### src/rtl/ldpc_sched_pkg.sv
// Shared scheduler types: state encoding, default widths and the iteration-limit clip helper.
package ldpc_sched_pkg;

  typedef enum logic [2:0] {
    S_IDLE  = 3'd0,
    S_LOAD  = 3'd1,
    S_ROW   = 3'd2,
    S_COL   = 3'd3,
    S_CHECK = 3'd4,
    S_DONE  = 3'd5
  } sched_state_e;

  localparam int ITER_W_DEF    = 7;
  localparam int PHASE_TMO_DEF = 1023;

  // A limit beyond what the saturating counter can reach would never trigger.
  function automatic int clip_lim(input int lim, input int w);
    int top;
    top = (1 << w) - 1;
    return (lim > top) ? top : lim;
  endfunction

endpackage

### src/rtl/ldpc_iter_sched_if.sv
// Scheduler <-> frame source / alpha-beta engines: strobes in, phase pulses and status out.
// master drives the i_* side (datapath/source), slave is the scheduler.
interface ldpc_iter_sched_if
  import ldpc_sched_pkg::*;
#(
  parameter int M      = 4,
  parameter int ITER_W = ITER_W_DEF
);
  logic              i_val;
  logic [ITER_W-1:0] i_max_iter;
  logic              i_row_done;
  logic              i_col_done;
  logic [M-1:0]      i_syndrome;
  logic              o_ready;
  logic              o_load;
  logic              o_row_start;
  logic              o_col_start;
  logic [ITER_W-1:0] o_iter;
  logic              o_val;
  logic              o_success;
  logic              o_timeout;
  logic              o_err;

  modport master (
    output i_val, i_max_iter, i_row_done, i_col_done, i_syndrome,
    input  o_ready, o_load, o_row_start, o_col_start, o_iter, o_val, o_success, o_timeout, o_err
  );

  modport slave (
    input  i_val, i_max_iter, i_row_done, i_col_done, i_syndrome,
    output o_ready, o_load, o_row_start, o_col_start, o_iter, o_val, o_success, o_timeout, o_err
  );
endinterface

### src/rtl/ldpc_phase_wdt.sv
// Phase watchdog: clearable up-counter, expire flag is registered-derived (cnt == PHASE_TMO).
// Counting stops at expiry; clear has priority over enable.
module ldpc_phase_wdt
  import ldpc_sched_pkg::*;
#(
  parameter int PHASE_TMO = PHASE_TMO_DEF
) (
  input  logic clk,
  input  logic xrst,
  input  logic clr_i,
  input  logic en_i,
  output logic exp_o
);
  localparam int            CW  = $clog2(PHASE_TMO + 1);
  localparam logic [CW-1:0] TMO = CW'(PHASE_TMO);

  logic [CW-1:0] cnt_q, cnt_d;

  assign exp_o = (cnt_q == TMO);

  always_comb begin
    cnt_d = cnt_q;
    if (clr_i) begin
      cnt_d = '0;
    end else if (en_i && !exp_o) begin
      cnt_d = cnt_q + 1'b1;
    end
  end

  always_ff @(posedge clk or negedge xrst) begin
    if (!xrst) begin
      cnt_q <= '0;
    end else begin
      cnt_q <= cnt_d;
    end
  end
endmodule

### src/rtl/ldpc_iter_sched.sv
// LDPC min-sum iteration scheduler: LOAD -> (ROW -> COL -> CHECK)* -> DONE, all outputs from flops.
// i_val accepted only in IDLE; engine done pulses gate phase progress, watchdog aborts a stuck phase.
module ldpc_iter_sched
  import ldpc_sched_pkg::*;
#(
  parameter int M         = 4,
  parameter int ITER_W    = ITER_W_DEF,
  parameter int MAX_ITER  = 100,
  parameter int PHASE_TMO = PHASE_TMO_DEF
) (
  input logic              clk,
  input logic              xrst,
  ldpc_iter_sched_if.slave sif
);
  localparam logic [ITER_W-1:0] LIM_DEF = ITER_W'(clip_lim(MAX_ITER, ITER_W));
  localparam logic [M-1:0]      SYN_OK  = '0;

  sched_state_e      state_q, state_d;
  logic [ITER_W-1:0] iter_q, iter_d, lim_q, lim_d, iter_inc;
  logic              succ_q, succ_d, tmo_q, tmo_d, err_q, err_d;
  logic              start_q, phase_clr, wdt_exp;

  assign iter_inc = (&iter_q) ? iter_q : iter_q + 1'b1;

  ldpc_phase_wdt #(.PHASE_TMO(PHASE_TMO)) u_wdt (
    .clk   (clk),
    .xrst  (xrst),
    .clr_i (phase_clr),
    .en_i  ((state_q == S_ROW) || (state_q == S_COL)),
    .exp_o (wdt_exp)
  );

  always_comb begin
    state_d   = state_q;
    iter_d    = iter_q;
    lim_d     = lim_q;
    succ_d    = succ_q;
    tmo_d     = tmo_q;
    err_d     = err_q;
    phase_clr = 1'b0;
    case (state_q)
      S_IDLE: begin
        if (sif.i_val) begin
          lim_d   = (sif.i_max_iter == '0) ? LIM_DEF : sif.i_max_iter;
          iter_d  = '0;
          succ_d  = 1'b0;
          tmo_d   = 1'b0;
          err_d   = 1'b0;
          state_d = S_LOAD;
        end
      end
      S_LOAD: begin
        state_d   = S_ROW;
        phase_clr = 1'b1;
      end
      // A done pulse coinciding with the start pulse belongs to a previous pass.
      S_ROW: begin
        if (wdt_exp) begin
          err_d   = 1'b1;
          state_d = S_DONE;
        end else if (!start_q && sif.i_row_done) begin
          state_d   = S_COL;
          phase_clr = 1'b1;
        end
      end
      S_COL: begin
        if (wdt_exp) begin
          err_d   = 1'b1;
          state_d = S_DONE;
        end else if (!start_q && sif.i_col_done) begin
          state_d = S_CHECK;
        end
      end
      S_CHECK: begin
        iter_d = iter_inc;
        if (sif.i_syndrome == SYN_OK) begin
          succ_d  = 1'b1;
          state_d = S_DONE;
        end else if (iter_inc == lim_q) begin
          tmo_d   = 1'b1;
          state_d = S_DONE;
        end else begin
          state_d   = S_ROW;
          phase_clr = 1'b1;
        end
      end
      S_DONE:  state_d = S_IDLE;
      default: state_d = S_IDLE;
    endcase
    // Entering COL from ROW also clears the watchdog and marks a start cycle.
    if (state_q == S_ROW && state_d == S_COL) phase_clr = 1'b1;
  end

  always_ff @(posedge clk or negedge xrst) begin
    if (!xrst) begin
      state_q <= S_IDLE;
      iter_q  <= '0;
      lim_q   <= '0;
      succ_q  <= 1'b0;
      tmo_q   <= 1'b0;
      err_q   <= 1'b0;
      start_q <= 1'b0;
    end else begin
      state_q <= state_d;
      iter_q  <= iter_d;
      lim_q   <= lim_d;
      succ_q  <= succ_d;
      tmo_q   <= tmo_d;
      err_q   <= err_d;
      start_q <= phase_clr;
    end
  end

  assign sif.o_ready     = (state_q == S_IDLE);
  assign sif.o_load      = (state_q == S_LOAD);
  assign sif.o_row_start = (state_q == S_ROW) && start_q;
  assign sif.o_col_start = (state_q == S_COL) && start_q;
  assign sif.o_val       = (state_q == S_DONE);
  assign sif.o_iter      = iter_q;
  assign sif.o_success   = succ_q;
  assign sif.o_timeout   = tmo_q;
  assign sif.o_err       = err_q;
endmodule
### src/flat_wrapper.sv
// flat-port wrapper written by rule: the top's interface ports become plain ports
module ldpc_iter_sched_flat import ldpc_sched_pkg::*;
#(
  parameter int M         = 4,
  parameter int ITER_W    = ITER_W_DEF,
  parameter int MAX_ITER  = 100,
  parameter int PHASE_TMO = PHASE_TMO_DEF
)
  (clk, xrst, sif_i_val, sif_i_max_iter, sif_i_row_done, sif_i_col_done, sif_i_syndrome, sif_o_ready, sif_o_load, sif_o_row_start, sif_o_col_start, sif_o_iter, sif_o_val, sif_o_success, sif_o_timeout, sif_o_err);
  ldpc_iter_sched_if #(.M(M), .ITER_W(ITER_W)) sif_i ();
  input logic clk;
  input logic xrst;
  input wire logic [$bits(sif_i.i_val)-1:0] sif_i_val;
  input wire logic [$bits(sif_i.i_max_iter)-1:0] sif_i_max_iter;
  input wire logic [$bits(sif_i.i_row_done)-1:0] sif_i_row_done;
  input wire logic [$bits(sif_i.i_col_done)-1:0] sif_i_col_done;
  input wire logic [$bits(sif_i.i_syndrome)-1:0] sif_i_syndrome;
  output wire logic [$bits(sif_i.o_ready)-1:0] sif_o_ready;
  output wire logic [$bits(sif_i.o_load)-1:0] sif_o_load;
  output wire logic [$bits(sif_i.o_row_start)-1:0] sif_o_row_start;
  output wire logic [$bits(sif_i.o_col_start)-1:0] sif_o_col_start;
  output wire logic [$bits(sif_i.o_iter)-1:0] sif_o_iter;
  output wire logic [$bits(sif_i.o_val)-1:0] sif_o_val;
  output wire logic [$bits(sif_i.o_success)-1:0] sif_o_success;
  output wire logic [$bits(sif_i.o_timeout)-1:0] sif_o_timeout;
  output wire logic [$bits(sif_i.o_err)-1:0] sif_o_err;
  assign sif_i.i_val = sif_i_val;
  assign sif_i.i_max_iter = sif_i_max_iter;
  assign sif_i.i_row_done = sif_i_row_done;
  assign sif_i.i_col_done = sif_i_col_done;
  assign sif_i.i_syndrome = sif_i_syndrome;
  assign sif_o_ready = sif_i.o_ready;
  assign sif_o_load = sif_i.o_load;
  assign sif_o_row_start = sif_i.o_row_start;
  assign sif_o_col_start = sif_i.o_col_start;
  assign sif_o_iter = sif_i.o_iter;
  assign sif_o_val = sif_i.o_val;
  assign sif_o_success = sif_i.o_success;
  assign sif_o_timeout = sif_i.o_timeout;
  assign sif_o_err = sif_i.o_err;
  ldpc_iter_sched #(.M(M), .ITER_W(ITER_W), .MAX_ITER(MAX_ITER), .PHASE_TMO(PHASE_TMO)) u_core (.clk(clk), .xrst(xrst), .sif(sif_i));
endmodule
### config.mk
export PLATFORM = sky130hd
export DESIGN_NAME = ldpc_iter_sched_flat
export DESIGN_NICKNAME = d
export VERILOG_FILES = /design/src/rtl/ldpc_sched_pkg.sv /design/src/rtl/ldpc_iter_sched_if.sv /design/src/rtl/ldpc_phase_wdt.sv /design/src/rtl/ldpc_iter_sched.sv /design/src/flat_wrapper.sv
export SDC_FILE = /design/constraint.sdc
export NUM_CORES = 1
export LEC_CHECK = 0
export BUFFER_PORTS_ARGS = -buffer_cell sky130_fd_sc_hd__buf_4
export CORE_ASPECT_RATIO = 0.5
export CORE_MARGIN = 4
export CORE_UTILIZATION = 50
export DETAILED_ROUTE_END_ITERATION = 8
export PLACE_DENSITY = 0.75
export SLEW_MARGIN = 10
export SYNTH_ARGS = -nofsm -noshare
export SYNTH_HDL_FRONTEND = slang
export SYNTH_SLANG_ARGS = --single-unit
### constraint.sdc
create_clock -name clk -period 2 [get_ports clk]
set_input_delay 0.4 -clock clk [delete_from_list [all_inputs] [get_ports clk]]
set_output_delay 0.4 -clock clk [all_outputs]
set_load 0.02 [all_outputs]
Word level (Yosys, flattened, before mapping)
Index checks and enable logic that the tools add are counted.

cells by class
  multiplexer cells = 28
  equal/unequal tests = 13
  add/subtract/negate cells = 2
  reduce and logical (&&, ||, !) cells = 22

operators by type and width
  operator               number
  $mux 3                 7
  $mux 7                 3
  $mux 10                2
  $pmux 3 s5             1
  $pmux 7 s2             1
  $add 10x1->10 const B  1
  $eq 10x10->1 const B   1
  $mux 1                 10
  $eq 3x2->1 const B     3
  $add 7x1->7 const B    1
  $eq 7x7->1             1
  $logic_not 7->1        1
  $reduce_and 7->1       1
  $eq 3x3->1 const B     2
  $logic_and 1x1->1      6
  $ne 2x1->1 const B     3
  $pmux 1 s2             3
  $reduce_and 3->1       2
  $reduce_bool 2->1      3
  $logic_not 4->1        1
  $ne 2x2->1 const B     2
  $reduce_and 2->1       2
  $reduce_and 4->1       1
  $eq 3x1->1 const B     1
  5 further kinds        6

storage, ports and cells
  register bits = 31
  word-level logic and storage cells = 73
  bits of input ports = 16

Longest topological paths before layout
  word-level depth = 10
  depth in mapped cells = 8
  mapped depth without buffers = 7

Hierarchy
A second synthesis with hierarchy kept.

unflattened totals
  cell total of the unflattened synthesis = 200
  area total of the unflattened synthesis = 1825.5 µm²

modules (own cells, without submodules)
  module           times used  cells each  area an instance (µm²)  sequential area each (µm²)
  ldpc_iter_sched  1           144         1260.0                  525.5
  ldpc_phase_wdt   1           56          565.5                   250.2

Worst setup path after synthesis
OpenSTA, ideal clock, no wires.

  path kind = flip-flop to flip-flop
  from = register u_core.iter_q[0] (netlist: u_core.sif.o_iter[0])
  to = register u_core.u_wdt.cnt_q[0]
  slack = -236 ps
  arrival time = 2094 ps
  cell stages (with the launch flop) = 9
  clock period less this slack = 2236 ps
  path through = dfrtp_1 -> ha_1 -> nand4_2 -> nor2_1 -> nor3_1 -> o32a_1 -> a31oi_2 -> buf_6 -> nor3_2

on the way
  longest elaborated chain between the ends = 10

RTL lines
  element                                                 line                    text
  from (decl)                                             ldpc_iter_sched.sv:19   logic [ITER_W-1:0] iter_q, iter_d, lim_q, lim_d, iter_inc;
  from (signal assigned)                                  ldpc_iter_sched.sv:105  iter_q <= iter_d;
  $add 7x1->7 / $reduce_and 7->1 (equally long branches)  ldpc_iter_sched.sv:23   assign iter_inc = (&iter_q) ? iter_q : iter_q + 1'b1;
  $mux 7 (*)                                              ldpc_iter_sched.sv:23
  $eq 7x7->1 (*)                                          ldpc_iter_sched.sv:79   end else if (iter_inc == lim_q) begin
  $mux 3                                                  ldpc_iter_sched.sv:79
  $mux 3                                                  ldpc_iter_sched.sv:76   if (sif.i_syndrome == SYN_OK) begin
  $pmux 3 s5                                              ldpc_iter_sched.sv:41   case (state_q)
  $eq 3x2->1                                              ldpc_iter_sched.sv:91   if (state_q == S_ROW && state_d == S_COL) phase_clr = 1'b1;
  $logic_and 1x1->1                                       ldpc_iter_sched.sv:91
  $mux 1 (*)                                              ldpc_iter_sched.sv:91
  $mux 10 / $reduce_bool 2->1 (equally long branches)     --
  to (signal assigned)                                    ldpc_phase_wdt.sv:34    cnt_q <= cnt_d;
  to (decl)                                               ldpc_phase_wdt.sv:17    logic [CW-1:0] cnt_q, cnt_d;

Every way passes the cells marked *; elsewhere a longest branch is shown, timed or not.
A chain may end at the register's enable or synchronous reset.

Worst setup path after layout
  from = register u_core.iter_q[3] (netlist: u_core.sif.o_iter[3])
  to = register u_core.u_wdt.cnt_q[7]

The elaborated chain is that of the path after synthesis.

==> results.py <==
metrics = {
    "power": {
        "seqPwrFrac_pct": 36.6,
        "swShare_pct": 41.3,
        "p_comb_share_pct": 45.4,
        "clockPowerShare_pct": 18.1,
        "netSwitchingPower_uw": 1100,
        "leakagePower_uw": 0.00106,
        "irDropWorstVdd_mv": 0.761,
        "p_int_uw": 1560,
        "powerDensity_nw_per_um2": 1070,
    },
    "sta": {
        "drv_slew": 0,
        "layout_setup_ws_ns": -0.0213,
        "timing.setup.tns_ns": -0.106,
        "setup_viol": 6,
        "rsz0062_at_grt": "yes",
        "relSlewSlack_pct": 62.2,
        "finalCritPeriodShare_pct": 101,
        "final_hold_viol_count": 0,
        "fmax_mhz": 495,
        "min_period_ns": 2.02,
        "finClkSkew_ns": 0.00334,
        "worst_slew_pin_slew_ns": 0.562,
    },
    "worst_setup_path": {
        "crit_arrival_ns": 2.17,
        "ff2ff_path_depth": 7,
        "worst_r2r_endpoint": "u_core.u_wdt.cnt_q[7]",
        "criticalPathCategory": "flip-flop to flip-flop",
        "startpoint": "u_core.sif.o_iter[3]",
        "crit_required_ns": 2.15,
        "cp_max_fo": 6,
        "critPathCaptureType": "flip-flop",
        "r2r_slack_ns": -0.02,
        "regToRegStartpoint": "u_core.sif.o_iter[3]",
        "worstSetupStartpointType": "flip-flop",
    },
    "clocking": {
        "path_clk_slew_ns": 0.07,
        "worstSkewPairLatency_ns": 0.28,
        "root_buffer": "clkbuf_8",
        "cts_tree": "done",
        "htree_levels": 2,
        "clockBufferDepth": 2,
        "clock_sinks": 31,
        "cts_buffers": 5,
    },
    "placed_design": {
        "placed_cells": 301,
        "hpwl_um": 3510,
        "place_area_um2": 2290,
        "portBuffers": 30,
        "place.gp.congestion": 0.933,
    },
    "logic_synthesis": {
        "synth_area_leaders": "dfrtp_1, nand2_1, nor3_2",
        "yosys_warnings": 0,
        "synth.largest_area_cell": "dfrtp_1",
        "synthFlopType": "dfrtp_1",
        "netlist_area_um2": 1900,
        "yosysSeqAreaShare_pct": 40.8,
        "synth_most_common_cell": "nand2_1",
        "syn_nets": 232,
        "avgSynthCellArea_um2": 8.89,
        "netlist_instances": 214,
        "async_reset_ff_share_pct": 100,
        "synth_enable_flop_cells": 0,
        "yosysUniqueCellTypes": 50,
        "synth.top_cell.area_share_pct": 40.8,
        "ys_ff_latch": 31,
        "synth_commonest_cells": "nand2_1, dfrtp_1, nor2_1",
    },
    "die": {
        "initial_core_util_pct": 53.7,
        "core_um2": 3550,
        "fp-row-count": 15,
        "dieHeight_um": 51.6,
        "die_x_um": 95.3,
        "die_area_um2": 4920,
        "pin_count": 31,
    },
    "global_route": {
        "antenna_found_initial": 0,
        "grt_pass1_wl_um": 8130,
        "grt_max_degree": 32,
        "grt_pass1_vias": 1744,
        "grt_use_total_pct": 21.6,
        "grt-ovfl-total": 0,
    },
    "finish": {
        "finish.utilization_pct": 69.7,
        "synthToLayoutAreaGrowth_pct": 30.0,
        "final_cells": 310,
        "nNetsFinal": 276,
        "antenna-diode-count": 0,
        "fillers": 288,
        "drive_gt1_share_pct": 32.8,
        "register_area_um2": 781,
        "multi_input_area_um2": 1170,
        "final_area_um2": 2470,
    },
    "hold_path": {
        "hp-class": "input pin to async pin",
    },
    "routing": {
        "drtAntennaViolNets": 0,
        "vias": 1819,
        "first_iter_violations": 109,
        "first_pass_iters": 4,
        "routed_via_density": 5.87,
        "drcViolationCount": 0,
        "wl_per_cell_um": 15.7,
        "drt-total-wl_um": 4870,
    },
    "run": {
        "max_cap_violations": 0,
    },
    "run_status": {
        "violations": "negative setup slack",
        "status": "finished, violations left",
    },
}
per-layer routing:
layer | up-vias | track usage [%] | part of all wire (%)
met5 | - | 0 | 0
met4 | 0 | 5.98 | 0.55
met3 | 4 | 5.49 | 4.9
met2 | 51 | 37.0 | 50
met1 | 907 | 27.4 | 45
li1 | 857 | - | -
cell type report:
class,count,share of cell area (%)
multi-input combinational,171,47.4
sequential,31,31.6
timing repair buffer,47,14.7
clock buffer,5,2.78
tap,51,2.58
clock inverter,3,0.607
inverter,2,0.303
sequential cells by signal (all words and copies together), names as in the netlist:
signal,flops
u_core.start_q,1
u_core.state_q,3
u_core.u_wdt.cnt_q,10
u_core.sif.o_success,1
u_core.sif.o_err,1
u_core.sif.o_iter,7
u_core.sif.o_timeout,1
u_core.lim_q,7
worst max-delay path by stage:
stage | to | slack, ns
global placement | u_core.u_wdt.cnt_q[4] | 0.05
detailed placement | u_core.u_wdt.cnt_q[7] | -0.006
CTS | u_core.state_q[1] | 0.005
floorplan | u_core.u_wdt.cnt_q[0] | 0.009
finish | u_core.u_wdt.cnt_q[7] | -0.02
global route | u_core.u_wdt.cnt_q[7] | -0.12
critical path, cell delays in order, from the launching register on:
cell and delay, ns:
dfrtp_2 0.44, xor2_2 0.21, o31ai_2 0.27, nor3_1 0.09, o32a_1 0.39, a31oi_4 0.27
buf_6 0.18, nor3_2 0.04
power by group through the flow:
stage	logic, uW	registers, uW	clock network [uW]
after global routing	1330	991	520
after floorplan	770	940	0
after CTS	1170	952	484
after detailed placement	1100	958	0
after global placement	1070	948	0
final	1200	969	479
through the flow:
step,hold WS [ns],total power [uW],worst slack [ns]
2_1_floorplan,0.104,1710,0.00867
3_3_place_gp,0.358,2020,0.0546
3_5_place_dp,0.358,2060,-0.00609
4_1_cts,0.0575,2610,0.00472
5_1_grt,0.0693,2840,-0.118
6_report,0.0424,2650,-0.0213
layout by cell type, fill, tap and decap left out, drive strengths merged, types with 2 or more instances in the layout:
cell type | Yosys | routed
ha | 2 | 2
nor3 | 17 | 17
and2 | 3 | 3
o22a | 4 | 4
clkbuf | 5 | 5
or2 | 2 | 2
nand2b | 7 | 7
nand4 | 5 | 5
o21ai | 13 | 13
dfrtp | 31 | 31
a21o | 2 | 2
o211ai | 2 | 2
nand3 | 10 | 10
nor2 | 20 | 20
inv | 2 | 2
mux2i | 6 | 6
a2111oi | 2 | 2
a31oi | 3 | 3
clkinv | 0 | 3
nand2 | 38 | 38
buf | 5 | 47
nor2b | 3 | 3
a21oi | 4 | 4
xor2 | 5 | 5
and3 | 2 | 2
o21a | 2 | 2
logic make-up after synthesis:
kind of cell | Yosys count | share of synthesized area [%]
simple gates | 113 | 31.3
compound gates | 44 | 17.7
flops | 31 | 40.8
buf+inv | 12 | 3.02
xor+xnor | 6 | 2.76
mux | 6 | 3.16
fa+ha+maj | 2 | 1.31
timing repair:
| action | CTS | global route |
|---|---|---|
| hold buffers | 0 | 0 |
| resized for setup | 10 | 8 |
| endpoints found under the setup margin | 10 | 15 |
| setup buffers | 0 | 1 |
| endpoints found under the hold margin | 0 | 0 |
| pin swaps | 19 | 4 |
(Power assumes the default switching activity.)
